<file path="config.mk">
export PLATFORM = sky130hd
export DESIGN_NAME = scarv_cop_ctrl
export DESIGN_NICKNAME = d
export VERILOG_FILES = /design/src/rtl/scarv_cop_ctrl_pkg.sv /design/src/rtl/scarv_cop_ctrl_wdog.sv /design/src/rtl/scarv_cop_ctrl.sv
export SDC_FILE = /design/constraint.sdc
export NUM_CORES = 1
export LEC_CHECK = 0
export BUFFER_PORTS_ARGS = -buffer_cell sky130_fd_sc_hd__buf_2
export CAP_MARGIN = 20
export CORE_MARGIN = 3
export CORE_UTILIZATION = 54
export DETAILED_ROUTE_END_ITERATION = 8
export PLACE_DENSITY = 0.85
export SLEW_MARGIN = 20
export SYNTH_ARGS = -nofsm -noshare
export SYNTH_HDL_FRONTEND = slang
export SYNTH_SLANG_ARGS = --single-unit
</file>
<file path="constraint.sdc">
create_clock -name g_clk -period 4.6 [get_ports g_clk]
set_input_delay 0.92 -clock g_clk [delete_from_list [all_inputs] [get_ports g_clk]]
set_output_delay 0.92 -clock g_clk [all_outputs]
set_load 0.05 [all_outputs]
</file>
<file path="src/rtl/scarv_cop_ctrl_pkg.sv">
// Shared constants for the coprocessor instruction sequencer.
// Holds the controller state encodings, response status codes and the
// instruction-class to functional-unit index map used by fu_ivalid.
package scarv_cop_ctrl_pkg;

  localparam int NUM_CLASS = 8;

  typedef enum logic [1:0] {
    ST_IDLE   = 2'd0,
    ST_DECODE = 2'd1,
    ST_EXEC   = 2'd2,
    ST_RESP   = 2'd3
  } ctrl_state_t;

  typedef enum logic [1:0] {
    RSP_OK       = 2'd0,
    RSP_ILLEGAL  = 2'd1,
    RSP_FU_ERROR = 2'd2,
    RSP_TIMEOUT  = 2'd3
  } rsp_status_t;

  // fu_ivalid bit i corresponds to decoded class value i.
  function automatic logic [NUM_CLASS-1:0] class_onehot(input logic [2:0] cls);
    class_onehot = 8'b0000_0001 << cls;
  endfunction

endpackage

</file>
<file path="src/rtl/scarv_cop_ctrl_wdog.sv">
// Execution watchdog for the coprocessor sequencer.
// Ports:
//   g_clk, g_resetn : clock, asynchronous active-low reset
//   clr             : synchronous clear of the count (takes priority over en)
//   en              : count one cycle
//   expired         : count has reached TIMEOUT-1
module scarv_cop_ctrl_wdog #(
  parameter int TIMEOUT = 256,
  parameter int TW      = 16
) (
  input  logic g_clk,
  input  logic g_resetn,
  input  logic clr,
  input  logic en,
  output logic expired
);

  localparam logic [TW-1:0] LIMIT = TW'(TIMEOUT - 1);
  localparam logic [TW-1:0] ONE   = TW'(1);

  logic [TW-1:0] count;

  // Cycle counter; cleared before each execution, advanced while executing.
  always_ff @(posedge g_clk or negedge g_resetn) begin
    if (!g_resetn) begin
      count <= '0;
    end else if (clr) begin
      count <= '0;
    end else if (en) begin
      count <= count + ONE;
    end
  end

  assign expired = (count == LIMIT);

endmodule

</file>
<file path="src/rtl/scarv_cop_ctrl.sv">
// Coprocessor instruction sequencer.
// Accepts one instruction from the CPU, presents it to the decoder, dispatches
// it to the functional unit of the decoded class, waits for completion or the
// watchdog, then returns status/result to the CPU.
// Ports:
//   g_clk, g_resetn             : clock, asynchronous active-low reset
//   cpu_insn_req/ack/enc, rs1   : instruction handshake from the CPU
//   cpu_rsp_req/ack/status/...  : response handshake back to the CPU
//   id_encoded, id_exception,
//   id_class                    : registered encoding out, decode results in
//   op_rs1, fu_ivalid, fu_abort : operand, one-hot dispatch, abort pulse
//   fu_idone/error/rdata/wen    : functional unit completion and result
//   ctr_retired                 : count of responses consumed by the CPU
module scarv_cop_ctrl
  import scarv_cop_ctrl_pkg::*;
#(
  parameter logic [7:0] FU_PRESENT = 8'hFE,
  parameter int         TIMEOUT    = 256,
  parameter int         TW         = 16
) (
  input  logic        g_clk,
  input  logic        g_resetn,
  input  logic        cpu_insn_req,
  output logic        cpu_insn_ack,
  input  logic [31:0] cpu_insn_enc,
  input  logic [31:0] cpu_rs1,
  output logic        cpu_rsp_req,
  input  logic        cpu_rsp_ack,
  output logic [1:0]  cpu_rsp_status,
  output logic [31:0] cpu_rsp_wdata,
  output logic        cpu_rsp_wen,
  output logic [31:0] id_encoded,
  input  logic        id_exception,
  input  logic [2:0]  id_class,
  output logic [31:0] op_rs1,
  output logic [7:0]  fu_ivalid,
  output logic        fu_abort,
  input  logic [7:0]  fu_idone,
  input  logic        fu_error,
  input  logic [31:0] fu_rdata,
  input  logic        fu_wen,
  output logic [31:0] ctr_retired
);

  ctrl_state_t state;
  ctrl_state_t state_nxt;
  logic [2:0]  cls;
  logic        decode_legal;
  logic        sel_done;
  logic        wdog_clr;
  logic        wdog_en;
  logic        wdog_expired;

  assign decode_legal = !id_exception && FU_PRESENT[id_class];
  // Only the selected unit's completion is observed.
  assign sel_done     = fu_idone[cls];
  assign cpu_rsp_req  = (state == ST_RESP);

  scarv_cop_ctrl_wdog #(
    .TIMEOUT (TIMEOUT),
    .TW      (TW)
  ) u_wdog (
    .g_clk   (g_clk),
    .g_resetn(g_resetn),
    .clr     (wdog_clr),
    .en      (wdog_en),
    .expired (wdog_expired)
  );

  // State register.
  always_ff @(posedge g_clk or negedge g_resetn) begin
    if (!g_resetn) begin
      state <= ST_IDLE;
    end else begin
      state <= state_nxt;
    end
  end

  // Next-state logic plus the state-derived handshake/abort/watchdog controls.
  always_comb begin
    state_nxt    = state;
    cpu_insn_ack = 1'b0;
    fu_abort     = 1'b0;
    wdog_clr     = 1'b0;
    wdog_en      = 1'b0;
    case (state)
      ST_IDLE: begin
        // Ack depends on state only; held low while reset is asserted.
        cpu_insn_ack = g_resetn;
        if (cpu_insn_req) begin
          state_nxt = ST_DECODE;
        end else begin
          state_nxt = ST_IDLE;
        end
      end
      ST_DECODE: begin
        wdog_clr = 1'b1;
        if (decode_legal) begin
          state_nxt = ST_EXEC;
        end else begin
          state_nxt = ST_RESP;
        end
      end
      ST_EXEC: begin
        wdog_en = 1'b1;
        // Completion wins over an expiry in the same cycle.
        if (sel_done) begin
          state_nxt = ST_RESP;
        end else if (wdog_expired) begin
          fu_abort  = 1'b1;
          state_nxt = ST_RESP;
        end else begin
          state_nxt = ST_EXEC;
        end
      end
      ST_RESP: begin
        if (cpu_rsp_ack) begin
          state_nxt = ST_IDLE;
        end else begin
          state_nxt = ST_RESP;
        end
      end
      default: begin
        state_nxt = ST_IDLE;
      end
    endcase
  end

  // Datapath registers: instruction latch, dispatch, response and retire count.
  always_ff @(posedge g_clk or negedge g_resetn) begin
    if (!g_resetn) begin
      id_encoded     <= 32'd0;
      op_rs1         <= 32'd0;
      cls            <= 3'd0;
      fu_ivalid      <= 8'd0;
      cpu_rsp_status <= RSP_OK;
      cpu_rsp_wdata  <= 32'd0;
      cpu_rsp_wen    <= 1'b0;
      ctr_retired    <= 32'd0;
    end else begin
      case (state)
        ST_IDLE: begin
          if (cpu_insn_req) begin
            id_encoded <= cpu_insn_enc;
            op_rs1     <= cpu_rs1;
          end
        end
        ST_DECODE: begin
          if (decode_legal) begin
            cls       <= id_class;
            fu_ivalid <= class_onehot(id_class);
          end else begin
            cpu_rsp_status <= RSP_ILLEGAL;
            cpu_rsp_wdata  <= 32'd0;
            cpu_rsp_wen    <= 1'b0;
          end
        end
        ST_EXEC: begin
          if (sel_done) begin
            fu_ivalid      <= 8'd0;
            cpu_rsp_wdata  <= fu_rdata;
            cpu_rsp_status <= fu_error ? RSP_FU_ERROR : RSP_OK;
            // A failed unit never writes the GPR.
            cpu_rsp_wen    <= fu_wen && !fu_error;
          end else if (wdog_expired) begin
            fu_ivalid      <= 8'd0;
            cpu_rsp_status <= RSP_TIMEOUT;
            cpu_rsp_wdata  <= 32'd0;
            cpu_rsp_wen    <= 1'b0;
          end
        end
        ST_RESP: begin
          if (cpu_rsp_ack) begin
            ctr_retired    <= ctr_retired + 32'd1;
            cpu_rsp_status <= RSP_OK;
            cpu_rsp_wdata  <= 32'd0;
            cpu_rsp_wen    <= 1'b0;
          end
        end
        default: begin
          fu_ivalid <= 8'd0;
        end
      endcase
    end
  end

endmodule

</file>
==> flow_summary.toml <==
[run_status]
status = "completed"

[clocking]
postCtsHoldBufs = 0
cts_tree = "yes"
cts_buffers = 17
clockRootBuffer = "clkbuf_16"
h-tree-depth = 4
clock-sinks = 160
cts.reportedPaths.clkPinSlew_ns = 0.06
post_cts_resized = 0
cts_buffer_depth = 2
cts_setup_buffers = 0
insertion_delay_ns = 0.41

[route]
vias = 5873
route.detailed.drc = 0
antenna_left = 0
drt_iter0_markers = 436
viasPerCell = 5.50
post_drt_wl_per_cell_um = 18.3
routed_wl_um = 19600
dr.pass1.iters = 4

[synthesis]
yosysWarnings = 0
synth_edf_count = 0
syn_area_sq_um = 7300
synth_ff_type = "dfrtp_1"
avgSynthCellArea_sq_um = 11.6
netlist-cell-type-count = 45
ys_seq_elements = 160
yosysTopAreaCell = "dfrtp_1"
synthCells = 631
synthArstFlopShare_pct = 100
ys_top_cells_by_count = "dfrtp_1 (160), nand2_1 (90), mux2_2 (67)"
seq_area_frac_synth_pct = 54.9
synth.area.top_cells = "dfrtp_1 (55%), mux2_2 (10%), o221ai_2 (6.0%), nand2_1 (4.6%), inv_1 (2.7%)"
synthesis.nets = 752
synth_top_area_share_pct = 54.9
synth.most_common_cell = "dfrtp_1"

[pwr]
finalPower_mw = 7.40
combinationalPowerShare_pct = 48.9
switching_share_pct = 48.1
vdd_ir_drop_max_mv = 0.439
p_leak_nw = 4.69
switchingPower_mw = 3.56
power_frac_clock_pct = 20.4
p_int_mw = 3.84
powerDensity_nw_per_um2 = 792
p_seq_share_pct = 30.7

[timing]
setup_viol = 0
worst_pin_slew_ns = 0.845
final.min_clock_period_ns = 3.80
setup_slack_ns = 0.801
max_slew_margin_pct = 43.7
setup_tns_ns = 0
slew_violations = 0
fin_crit_sh_pct = 82.6
fmax_ghz = 0.263
finalHoldViolCount = 0
rsz0062_at_grt = "false"
fin_skew_ns = 0.00876
holdWs_ns = 0.396

[grt]
grt_use_total_pct = 26.1
grt-ovfl-total = 0
antenna_found_initial = 1
grt_max_degree = 71
grt_pass1_wl_um = 30400
grt_pass1_vias = 5985

[worst_setup_path]
crit_top_cell = "buf_2"
cpMaxStageDelayCell = "mux2i_1"
max_stage_delay_ns = 0.60
path_cells = "buf_2 -> mux4_2 -> mux2i_1 -> nor4b_1 -> buf_2"
critPathKind = "primary input to output port"
r2r_setup_slack_ns = 1.80
cp.required_ns = 3.68
startpoint_type = "primary input"
reg2reg_from = "cls[0]"
regToRegEndpoint = "cpu_rsp_wdata[25]"
r2r_cells = 5
startpoint = "fu_idone[7]"
arrival_ns = 2.88
cp_max_fo = 8
end_kind = "output port"

[finish]
seqCellArea_sq_um = 4000
fillers = 918
multi_input_area_sq_um = 2950
nNetsFinal = 1004
final_area_sq_um = 9340
syn2layout_area_growth_pct = 28.0
drive_above_1_share_pct = 43.8

[floorplan]
core_sq_um = 12900
dieArea_sq_um = 14900
rows = 41
ioPinCount = 256
fp.dieH_um = 122
die_width_um = 122
start_util_pct = 56.4

[run]
maxCapViolCount = 0

[placed_design]
placed_cell_area_sq_um = 8700
portBuffers = 255
post-dp-hpwl_um = 13900
globalplace.congestion = 0.841
pre_cts_slack_ns = 0.918

[hold_path]
worstHoldPathType = "primary input to async pin"
## state kept, by name, summed over array words and instances, names as in the netlist, 2 cells and up
signal          cells
cpu_rsp_wdata      32
state               2
cls                 3
op_rs1             32
ctr_retired        32
fu_ivalid           8
cpu_rsp_status      2
id_encoded         32
u_wdog.count       16
## final cells by class
class                      instances  area share [%]
sequential                       160            42.9
multi-input combinational        389            31.6
timing repair buffer             262            14.3
clock buffer                      21            4.82
tap                              172            2.30
inverter                          53            2.13
clock inverter                    10            1.98
antenna                            1          0.0268
## worst max path at each step
stage                          end  slack (ns)  depth (start not counted)
after detailed placement  fu_abort        0.92                          5
after global placement    fu_abort        0.93                          5
after floorplan           fu_abort        0.28                          3
final                     fu_abort        0.80                          5
after global routing      fu_abort        0.73                          5
after CTS                 fu_abort        0.89                          5
## placed cells by master (no fill, tap or decap), types with 3 or more instances in the layout
master and count:
nor3_1 12, a2bb2oi_1 3, mux2i_1 3, buf_2 254
xnor2_1 16, nand2b_1 3, nor2_1 12, nand3_1 16
nand2_1 89, and3_1 4, mux2_2 67, a21oi_1 10
o31ai_1 5, o221ai_1 3, xor2_1 20, clkbuf_1 3
o221ai_2 29, and4_1 6, inv_1 53, and2_1 7
bufinv_16 5, nand4_1 14, buf_4 7, o21ai_0 15
or4_1 4, dfrtp_1 160, nor4_1 12, or3_1 5
clkbuf_16 17, nor2b_1 5, ha_1 7
## worst max-delay path: cells and delay by family
kind / cells / cell delay (ns)
muxes: 2 / 1.06
buffers and inverters: 2 / 0.45
and+or+nand+nor: 1 / 0.44
## kinds of logic after synthesis
logic type                 synth area share (%)
adders and majority gates                  1.20
AOI/OAI and AO/OA                          10.0
buffers and inverters                      4.75
DFF                                        54.9
xor gates and xnor gates                   4.32
and+or+nand+nor                            13.5
muxes                                      11.4
## layer usage
metal | track usage (%) | wire (um)
met5 | 0 | 0
met2 | 44.5 | 9980
met3 | 7.42 | 1500
met4 | 10.6 | 557
met1 | 31.3 | 7540
## power by group through the flow
stage	combinational, mW	sequential (mW)	clock, mW
after CTS	3.64	2.27	1.53
after global placement	3.55	2.24	0
after floorplan	1.15	3.82	0
after detailed placement	3.62	2.27	0
final	3.61	2.27	1.51
after global routing	3.80	2.33	1.59
## per-stage QoR
step | cells | util [%]
after floorplan | 631 | -
after global placement | 1036 | 67.3
after detailed placement | 1036 | 67.3
after CTS | 1067 | 72.2
after global routing | 1068 | 72.3
final | 1068 | 72.3
Power figures use the tool's default switching activity.
